===== src/rtl/vmem_local_dma.sv =====
// Block-transfer sequencer for port B of the per-lane vector local memory (load: stream->mem, store: mem->stream).
// Latency: load writes in the cycle of each input handshake; store gives first rden at T+1, first out_valid at T+3 after command accept at T.
// Backpressure: load stalls on in_valid; store holds at most 2 rows (FIFO + in-flight read) and stops issuing reads while that credit is used up.
//
// Ports:
//   clk, reset                  clock, synchronous active-high reset
//   cmd_valid/cmd_ready         command handshake; cmd_dir/cmd_addr/cmd_len/cmd_mask describe the transfer
//   in_valid/in_ready/in_data   load row stream
//   out_valid/out_ready/out_data store row stream
//   mem_*_b, mem_en, mem_out_b  memory port B (read data returns the cycle after mem_rden_b)
//   busy, done                  transfer in progress / one-cycle completion pulse
module vmem_local_dma #(
    parameter int NUMLANES     = 8,
    parameter int DATAWORDSIZE = 32,
    parameter int MEMDEPTH     = 2048,
    parameter int LOGMEMDEPTH  = $clog2(MEMDEPTH),
    parameter int LENWIDTH     = LOGMEMDEPTH + 1
) (
    input  logic                             clk,
    input  logic                             reset,
    input  logic                             cmd_valid,
    output logic                             cmd_ready,
    input  logic                             cmd_dir,
    input  logic [LOGMEMDEPTH-1:0]           cmd_addr,
    input  logic [LENWIDTH-1:0]              cmd_len,
    input  logic [NUMLANES-1:0]              cmd_mask,
    input  logic                             in_valid,
    output logic                             in_ready,
    input  logic [NUMLANES*DATAWORDSIZE-1:0] in_data,
    output logic                             out_valid,
    input  logic                             out_ready,
    output logic [NUMLANES*DATAWORDSIZE-1:0] out_data,
    output logic [LOGMEMDEPTH-1:0]           mem_address_b,
    output logic                             mem_rden_b,
    output logic                             mem_wren_b,
    output logic [NUMLANES-1:0]              mem_en,
    output logic [NUMLANES*DATAWORDSIZE-1:0] mem_data_b,
    input  logic [NUMLANES*DATAWORDSIZE-1:0] mem_out_b,
    output logic                             busy,
    output logic                             done
);
    localparam int RW = NUMLANES * DATAWORDSIZE;

    typedef enum logic [1:0] {IDLE, LOAD, STORE} state_t;

    state_t                 state;
    logic [LOGMEMDEPTH-1:0] addr;
    logic [LENWIDTH-1:0]    len;
    logic [LENWIDTH-1:0]    remaining;
    logic [LENWIDTH-1:0]    issued;
    logic [LENWIDTH-1:0]    delivered;
    logic [NUMLANES-1:0]    mask;
    logic [RW-1:0]          fifo_q0;     // head
    logic [RW-1:0]          fifo_q1;
    logic [1:0]             fifo_count;
    logic                   inflight;    // read issued last cycle, data on mem_out_b now
    logic                   done_q;

    logic                   cmd_fire;
    logic                   load_hs;
    logic                   pop;
    logic                   issue;
    logic [2:0]             occupancy;
    logic [LOGMEMDEPTH-1:0] addr_next;

    // Explicit wrap keeps the address modulo MEMDEPTH even when it is not a power of two.
    assign addr_next = (addr == LOGMEMDEPTH'(MEMDEPTH - 1)) ? '0 : addr + LOGMEMDEPTH'(1);

    assign cmd_ready = (state == IDLE) && !reset;
    assign cmd_fire  = cmd_valid && cmd_ready;
    assign in_ready  = (state == LOAD) && !reset;
    assign load_hs   = in_valid && in_ready;

    assign out_valid = (fifo_count != 2'd0) && !reset;
    assign out_data  = fifo_q0;
    assign pop       = out_valid && out_ready;

    // Rows that will be held after this cycle if no new read is issued: a slot freed
    // by a pop this cycle can be reused immediately, which sustains 1 row/cycle.
    assign occupancy = {1'b0, fifo_count} + {2'b00, inflight} - {2'b00, pop};
    assign issue     = (state == STORE) && !reset && (issued < len) && (occupancy < 3'd2);

    assign mem_wren_b    = load_hs;
    assign mem_rden_b    = issue;
    assign mem_en        = load_hs ? mask : '0;
    assign mem_data_b    = in_data;
    assign mem_address_b = (load_hs || issue) ? addr : '0;

    assign busy = (state != IDLE);
    assign done = done_q;

    always_ff @(posedge clk) begin
        if (reset) begin
            state      <= IDLE;
            addr       <= '0;
            len        <= '0;
            remaining  <= '0;
            issued     <= '0;
            delivered  <= '0;
            mask       <= '0;
            fifo_q0    <= '0;
            fifo_q1    <= '0;
            fifo_count <= '0;
            inflight   <= 1'b0;
            done_q     <= 1'b0;
        end else begin
            done_q   <= 1'b0;
            inflight <= issue;

            case (state)
                IDLE: begin
                    if (cmd_fire) begin
                        addr      <= cmd_addr;
                        len       <= cmd_len;
                        remaining <= cmd_len;
                        mask      <= cmd_mask;
                        issued    <= '0;
                        delivered <= '0;
                        if (cmd_len == '0) begin
                            done_q <= 1'b1;
                        end else begin
                            state <= cmd_dir ? STORE : LOAD;
                        end
                    end
                end
                LOAD: begin
                    if (load_hs) begin
                        addr      <= addr_next;
                        remaining <= remaining - LENWIDTH'(1);
                        if (remaining == LENWIDTH'(1)) begin
                            state  <= IDLE;
                            done_q <= 1'b1;
                        end
                    end
                end
                STORE: begin
                    if (issue) begin
                        addr   <= addr_next;
                        issued <= issued + LENWIDTH'(1);
                    end
                    // Every issued row is delivered before this fires, so the FIFO
                    // and in-flight slot are already empty when returning to IDLE.
                    if (pop) begin
                        delivered <= delivered + LENWIDTH'(1);
                        if (delivered + LENWIDTH'(1) == len) begin
                            state  <= IDLE;
                            done_q <= 1'b1;
                        end
                    end
                end
                default: state <= IDLE;
            endcase

            // Output FIFO: push is the read data returning for last cycle's issue.
            case ({inflight, pop})
                2'b10: begin
                    if (fifo_count == 2'd0) fifo_q0 <= mem_out_b;
                    else                    fifo_q1 <= mem_out_b;
                    fifo_count <= fifo_count + 2'd1;
                end
                2'b01: begin
                    fifo_q0    <= fifo_q1;
                    fifo_count <= fifo_count - 2'd1;
                end
                2'b11: begin
                    if (fifo_count == 2'd1) begin
                        fifo_q0 <= mem_out_b;
                    end else begin
                        fifo_q0 <= fifo_q1;
                        fifo_q1 <= mem_out_b;
                    end
                end
                default: ;
            endcase
        end
    end
endmodule


===== config.mk =====
export PLATFORM = sky130hd
export DESIGN_NAME = vmem_local_dma
export DESIGN_NICKNAME = d
export VERILOG_FILES = /design/src/rtl/vmem_local_dma.sv
export SDC_FILE = /design/constraint.sdc
export NUM_CORES = 1
export LEC_CHECK = 0
export CAP_MARGIN = 20
export CORE_AREA = 2 2 428 430
export DETAILED_ROUTE_END_ITERATION = 16
export DIE_AREA = 0 0 430 432
export MAX_ROUTING_LAYER = met4
export PLACE_DENSITY = 0.35
export SYNTH_ARGS = -nofsm -noshare
export SYNTH_HDL_FRONTEND = slang
export SYNTH_SLANG_ARGS = --single-unit

===== constraint.sdc =====
create_clock -name clk -period 11.2 [get_ports clk]
set_input_delay 3.36 -clock clk [delete_from_list [all_inputs] [get_ports clk]]
set_output_delay 3.36 -clock clk [all_outputs]
set_load 0.02 [all_outputs]

# --- After elaboration in Yosys (flattened, before gate mapping) ---
# Cells that the tools add are included.
# W data, S select, Z words.
word_totals:
  in_bits: 549
  out_inout_bits: 538
  reg_bits: 585
  wordCells: 108
classes:
  muxes: 37
  n_lt_le_gt_ge: 2
  add_sub_neg: 8
  eq_ne: 19
  reduce_logical: 30
op_table:
  columns: ["cell", "count"]
  rows:
  - ["$mux W256", 4]
  - ["$pmux W256 S3", 1]
  - ["$pmux W256 S2", 1]
  - ["$pmux W12 S2", 3]
  - ["$mux W12", 5]
  - ["$mux W11", 5]
  - ["$pmux W11 S3", 1]
  - ["$add A12 B1 Y12 const B", 2]
  - ["$ne A2 B2 Y1 const B", 8]
  - ["$mux W2", 7]
  - ["$eq A12 B1 Y1 const B", 1]
  - ["$eq A12 B12 Y1", 1]
  - ["$logic_not A12 Y1", 1]
  - ["$lt A12 B12 Y1", 1]
  - ["$reduce_and A3 Y1", 4]
  - ["$reduce_bool A2 Y1", 6]
  - ["$sub A12 B1 Y12 const B", 1]
  - ["$add A11 B1 Y11 const B", 1]
  - ["$eq A11 B11 Y1 const B", 1]
  - ["$logic_and A1 B1 Y1", 9]
  - ["$mux W8", 1]
  - ["$eq A2 B1 Y1 const B", 3]
  - ["$eq A2 B2 Y1 const B", 3]
  - ["$mux W1", 6]
  - ["16 further kinds", 20]

# --- Longest topological paths before layout ---
logic_depth:
  depth_word: 8
  mapped_depth: 14
  depth_no_buf: 13

# --- Worst setup path before layout ---
# No wires, ideal clock.
synth_path:
  path_kind: "input-to-output"
  startpoint: "in reset"
  endpoint: "out mem_address_b[0]"
  n_path_buf: 1
  required_ns: 7.840
  path_slack_ns: 1.925
  path_stages: 11
  t_arrival_ns: 5.915
  path_cell_list: "nor2_1 -> and2_1 -> ha_1 -> nand2b_1 -> fa_1 -> nor4b_1 -> o211ai_1 -> a21o_1 -> o21ai_0 -> clkbuf_1 -> and2_1"
synth_between:
  elab_chain_cells: 8
  word_cells_on_any_way: 12
  cone_classes: "add/sub: 1; order compare: 1; mux: 1; reduce/logical: 9"
synth_rtl:
  columns: ["item", "line_no", "rtl"]
  rows:
  - ["from (decl)", "20", "input logic reset,"]
  - ["$logic_not A1 Y1 *", "71, 74, 81", null]
  - ["$logic_and A1 B1 Y1", "74", "assign out_valid = (fifo_count != 2'd0) && !reset;"]
  - ["$logic_and A1 B1 Y1", "76", "assign pop = out_valid && out_ready;"]
  - ["$sub A3 B1 Y3", "80", "assign occupancy = {1'b0, fifo_count} + {2'b00, inflight} - {2'b00, pop};"]
  - ["$lt A3 B2 Y1", "81", "assign issue = (state == STORE) && !reset && (issued < len) && (occupancy < 3'd2);"]
  - ["$logic_and A1 B1 Y1", "81", null]
  - ["$logic_or A1 B1 Y1 *", "87", "assign mem_address_b = (load_hs || issue) ? addr : '0;"]
  - ["$mux W11 *", "87", null]
  - ["to (decl)", "33", "output logic [LOGMEMDEPTH-1:0] mem_address_b,"]
# Mark *: on every way between the ends. The rest lies on a longest branch, timed or not.

# --- Final worst setup path ---
layout_path:
  startpoint: "in out_ready"
  endpoint: "out mem_address_b[8]"
layout_between:
  elab_chain_cells: 6
layout_rtl:
  columns: ["item", "line_no", "rtl"]
  rows:
  - ["from (decl)", "31", "input logic out_ready,"]
  - ["$logic_and A1 B1 Y1", "76", null]
  - ["$sub A3 B1 Y3", "80", null]
  - ["$lt A3 B2 Y1", "81", null]
  - ["$logic_and A1 B1 Y1", "81", null]
  - ["$logic_or A1 B1 Y1", "87", null]
  - ["$mux W11", "87", null]
# Every way passes these cells.

==> flow_summary.yaml <==
critical_path:
  worst-path-buf-inv: 4
  worstPathArrival_ns: 6.98
  slowest_stage: "clkdlybuf4s50_1"
  cp-start-kind: "primary input"
  cp_data_required_time_ns: 7.84
  critPathMaxStageDelay_ns: 0.63
  path_cells: "clkdlybuf4s50_1 -> and2_1 -> ha_1 -> nand2b_1 -> fa_1 -> nor4b_1 -> o211ai_1 -> a21o_1 -> buf_4 -> o21ai_0 -> buf_4 -> and2_1 -> clkdlybuf4s50_1"
  end_kind: "primary output"
  crit_type: "primary input to primary output"
  cp_max_fo: 12
  critPathTopFamily: "buffers and inverters"
die:
  initial_utilization_pct: 13.99
  core_um2: 181700
  die_area_um2: 185800
  rows: 157
  fp.dieW_um: 430
  die_y_um: 432
  ioPinCount: 1087
global_route:
  grt_util_all_layers_pct: 11.92
  gr-total-overflow: 0
  grt_pass1_wl_mm: 161.2
  grt_antenna_before_repair: 14
  grt_pass1_vias: 22320
  grt_max_degree: 126
cts:
  htree_num_levels: 3
  cts-root-buf: "clkbuf_16"
  cts_setup_buffers: 0
  hold_buffers: 0
  numCtsBuffers: 79
  clk_pin_slew_ns: 0.06
  insertion_delay_ns: 0.70
  cts-resized-gates: 0
  clock-sinks: 585
  cts_tree: "done"
  cts_max_path_buffers: 3
pwr:
  cellLeakagePower_nw: 10.87
  pwr-share-comb_pct: 36.7
  ir_worst_vdd_mv: 0.1508
  seq_power_share_pct: 33.2
  powerDensity_nw_per_um2: 246.0
  pwr-share-clk_pct: 30.1
  switching_share_pct: 38.47
  p_int_mw: 5.190
  switchingPower_mw: 3.244
route:
  routed.top_layer: "met4"
  vias_per_cell: 4.032
  routed_wl_mm: 112.6
  wire_per_inst_um: 19.50
  vias: 23280
  route.detailed.drc: 0
  routed-wl-met2_mm: 55.60
  wl_met1_mm: 46.53
  dr.pass1.iters: 7
  met3WireLength_mm: 7.352
  drt_iter0_markers: 1111
  ant_nets: 0
hold_path:
  hp-class: "flop to flop"
placement:
  dp_hpwl_mm: 72.71
  place_inst: 5621
  port_buffers: 574
  gp_congestion: 0.7344
cells_and_area:
  seqCellArea_um2: 11710
  finalNetCount: 3896
  syn_to_final_growth_pct: 34.90
  num-fill-cells: 20300
  drive_gt1_share_pct: 4.649
  final_cell_count_no_fill: 5775
  multiInputGateArea_um2: 10710
timing:
  period_share_pct: 92.36
  rsz0062_at_grt: "no"
  hold_ws_ns: 0.4512
  setup_tns_ns: 0
  timing.fmax_ghz: 0.09667
  slew_headroom_pct: 27.35
  setup_viol: 0
  fin_crit_ns: 10.34
  hold_viol_final: 0
  worst_pin_slew_ns: 1.090
  fin_skew_ns: 0.03645
  drv_slew: 0
flow_run:
  drv_cap: 0
run_status:
  status: "finished clean"
yosys:
  synth-main-ff-cell: "dfxtp_1"
  syn_nets: 3724
  syn_inst: 3146
  synth-edff-count: 0
  synth_seq_cells: 585
  yosysSeqAreaShare_pct: 46.09
  syn_area_um2: 25410
  avgSynthCellArea_um2: 8.078
  yosysWarningCount: 0
  ys_async_sr_fraction_pct: 0
  synth.distinct_cells: 60
## area by class of cell
cell class / instances / share of cell area (%)
Inverter: 41 / 0.4489
Antenna cell: 13 / 0.09489
Timing Repair Buffer: 604 / 17.86
Clock inverter: 14 / 0.6752
Clock buffer: 126 / 6.810
Tap cell: 2385 / 8.705
Multi-Input combinational cell: 2007 / 31.24
Sequential cell: 585 / 34.16
## metal layers
layer / GRT usage [%] / vias up
li1: - / 11080
met1: 13.76 / 11320
met2: 19.39 / 663
met3: 3.642 / 215
met4: 4.445 / 0
met5: - / -
## placed cells by master, fill, tap and decap left out, types with 8 or more instances in the layout
| cell type | Yosys | routed |
|---|---|---|
| nand2b_1 | 12 | 12 |
| nor4_1 | 8 | 8 |
| or3_1 | 14 | 14 |
| clkdlybuf4s50_1 | 0 | 573 |
| xnor2_1 | 10 | 10 |
| buf_12 | 0 | 12 |
| nand2_1 | 586 | 586 |
| buf_4 | 256 | 16 |
| inv_1 | 38 | 38 |
| nand3b_1 | 12 | 12 |
| nor2_1 | 299 | 299 |
| diode_2 | 0 | 13 |
| xor2_1 | 10 | 10 |
| o32ai_1 | 9 | 9 |
| dfxtp_1 | 585 | 585 |
| o31ai_1 | 18 | 18 |
| and2_1 | 27 | 27 |
| a21oi_1 | 310 | 309 |
| o21ai_0 | 32 | 32 |
| clkbuf_16 | 0 | 80 |
| a221oi_1 | 258 | 258 |
| nand3_1 | 12 | 12 |
| ha_1 | 28 | 28 |
| nor3_1 | 269 | 269 |
| clkbuf_1 | 235 | 30 |
| clkbuf_8 | 0 | 16 |
## flip-flops by register name, summed over array words and instances (netlist names)
signal,flops
addr,11
delivered,12
done,1
fifo_count,2
fifo_q1,256
inflight,1
issued,12
len,12
mask,8
out_data,256
remaining,12
state,2
## cells by family (layout without fill, tap and decap cells)
family,count (synthesis),in the layout,share of synthesized area (%)
buffers and inverters,554,785,11.99
AOI/OAI and AO/OA,678,678,18.07
xor gates and xnor gates,20,20,0.6893
DFF,585,585,46.09
other,0,13,0
adders and majority gates,29,29,1.457
and+or+nand+nor,1274,1274,21.46
muxes,6,6,0.2413
## metrics by stage
step                total power, mW  worst slack, ns  cell area, µm²  utilization (%)
floorplan                     4.655            1.925           25410                -
global placement              5.994           0.8478           31670            17.43
detailed placement            6.004           0.8364           31680            17.43
CTS                           8.630           0.8047           34240            18.84
global route                  8.985           0.5896           34280            18.86
finish                        8.434           0.8559           34280            18.87
## power by group through the flow
| stage | registers, mW | logic (mW) | clock network (mW) |
|---|---|---|---|
| 2_1_floorplan | 3.13 | 1.53 | 0 |
| 3_3_place_gp | 2.84 | 3.15 | 0 |
| 3_5_place_dp | 2.85 | 3.16 | 0 |
| 4_1_cts | 2.81 | 3.16 | 2.66 |
| 5_1_grt | 2.86 | 3.39 | 2.74 |
| 6_report | 2.80 | 3.09 | 2.54 |
## cells in the mapped netlist (3+ instances only)
library cell | count | area (µm²)
a211oi_1 | 6 | 45.04
a21o_1 | 4 | 30.03
a21oi_1 | 310 | 1551
a221oi_1 | 258 | 2260
a22oi_1 | 7 | 52.55
a311oi_1 | 4 | 35.03
and2_1 | 27 | 168.9
and3_1 | 7 | 43.79
and4_1 | 3 | 26.28
buf_1 | 21 | 78.83
buf_4 | 256 | 1922
clkbuf_1 | 235 | 882.1
dfxtp_1 | 585 | 11710
ha_1 | 28 | 350.3
inv_1 | 38 | 142.6
mux2i_1 | 5 | 50.05
nand2_1 | 586 | 2200
nand2b_1 | 12 | 75.07
nand3_1 | 12 | 60.06
nand3b_1 | 12 | 90.09
nand4_1 | 7 | 43.79
nor2_1 | 299 | 1122
nor2b_1 | 3 | 18.77
nor3_1 | 269 | 1346
nor3b_1 | 4 | 30.03
nor4_1 | 8 | 50.05
o21a_1 | 3 | 22.52
o21ai_0 | 32 | 160.2
o22ai_1 | 5 | 31.28
o31ai_1 | 18 | 135.1
o32ai_1 | 9 | 78.83
or3_1 | 14 | 87.58
or4_1 | 6 | 45.04
xnor2_1 | 10 | 87.58
xor2_1 | 10 | 87.58
## final timing paths
kind / from / end / slack [ns] / cells after the start
min: fifo_q1[85]$_SDFFE_PP0P_ / fifo_q1[85]$_SDFFE_PP0P_ / 0.45 / 2
min reg2reg: fifo_q1[85]$_SDFFE_PP0P_ / fifo_q1[85]$_SDFFE_PP0P_ / 0.45 / 2
max reg2reg: state[1]$_SDFFE_PP0P_ / done$_SDFF_PP0_ / 7.28 / 6
max: out_ready / mem_address_b[8] / 0.86 / 13
## tightest hold or removal path, cell delays in order, from the launching register on
cell     delay, ns
dfxtp_1       0.31
nand2_1       0.05
a21oi_1       0.05
No activity file was read; power rests on OpenSTA's default activity.
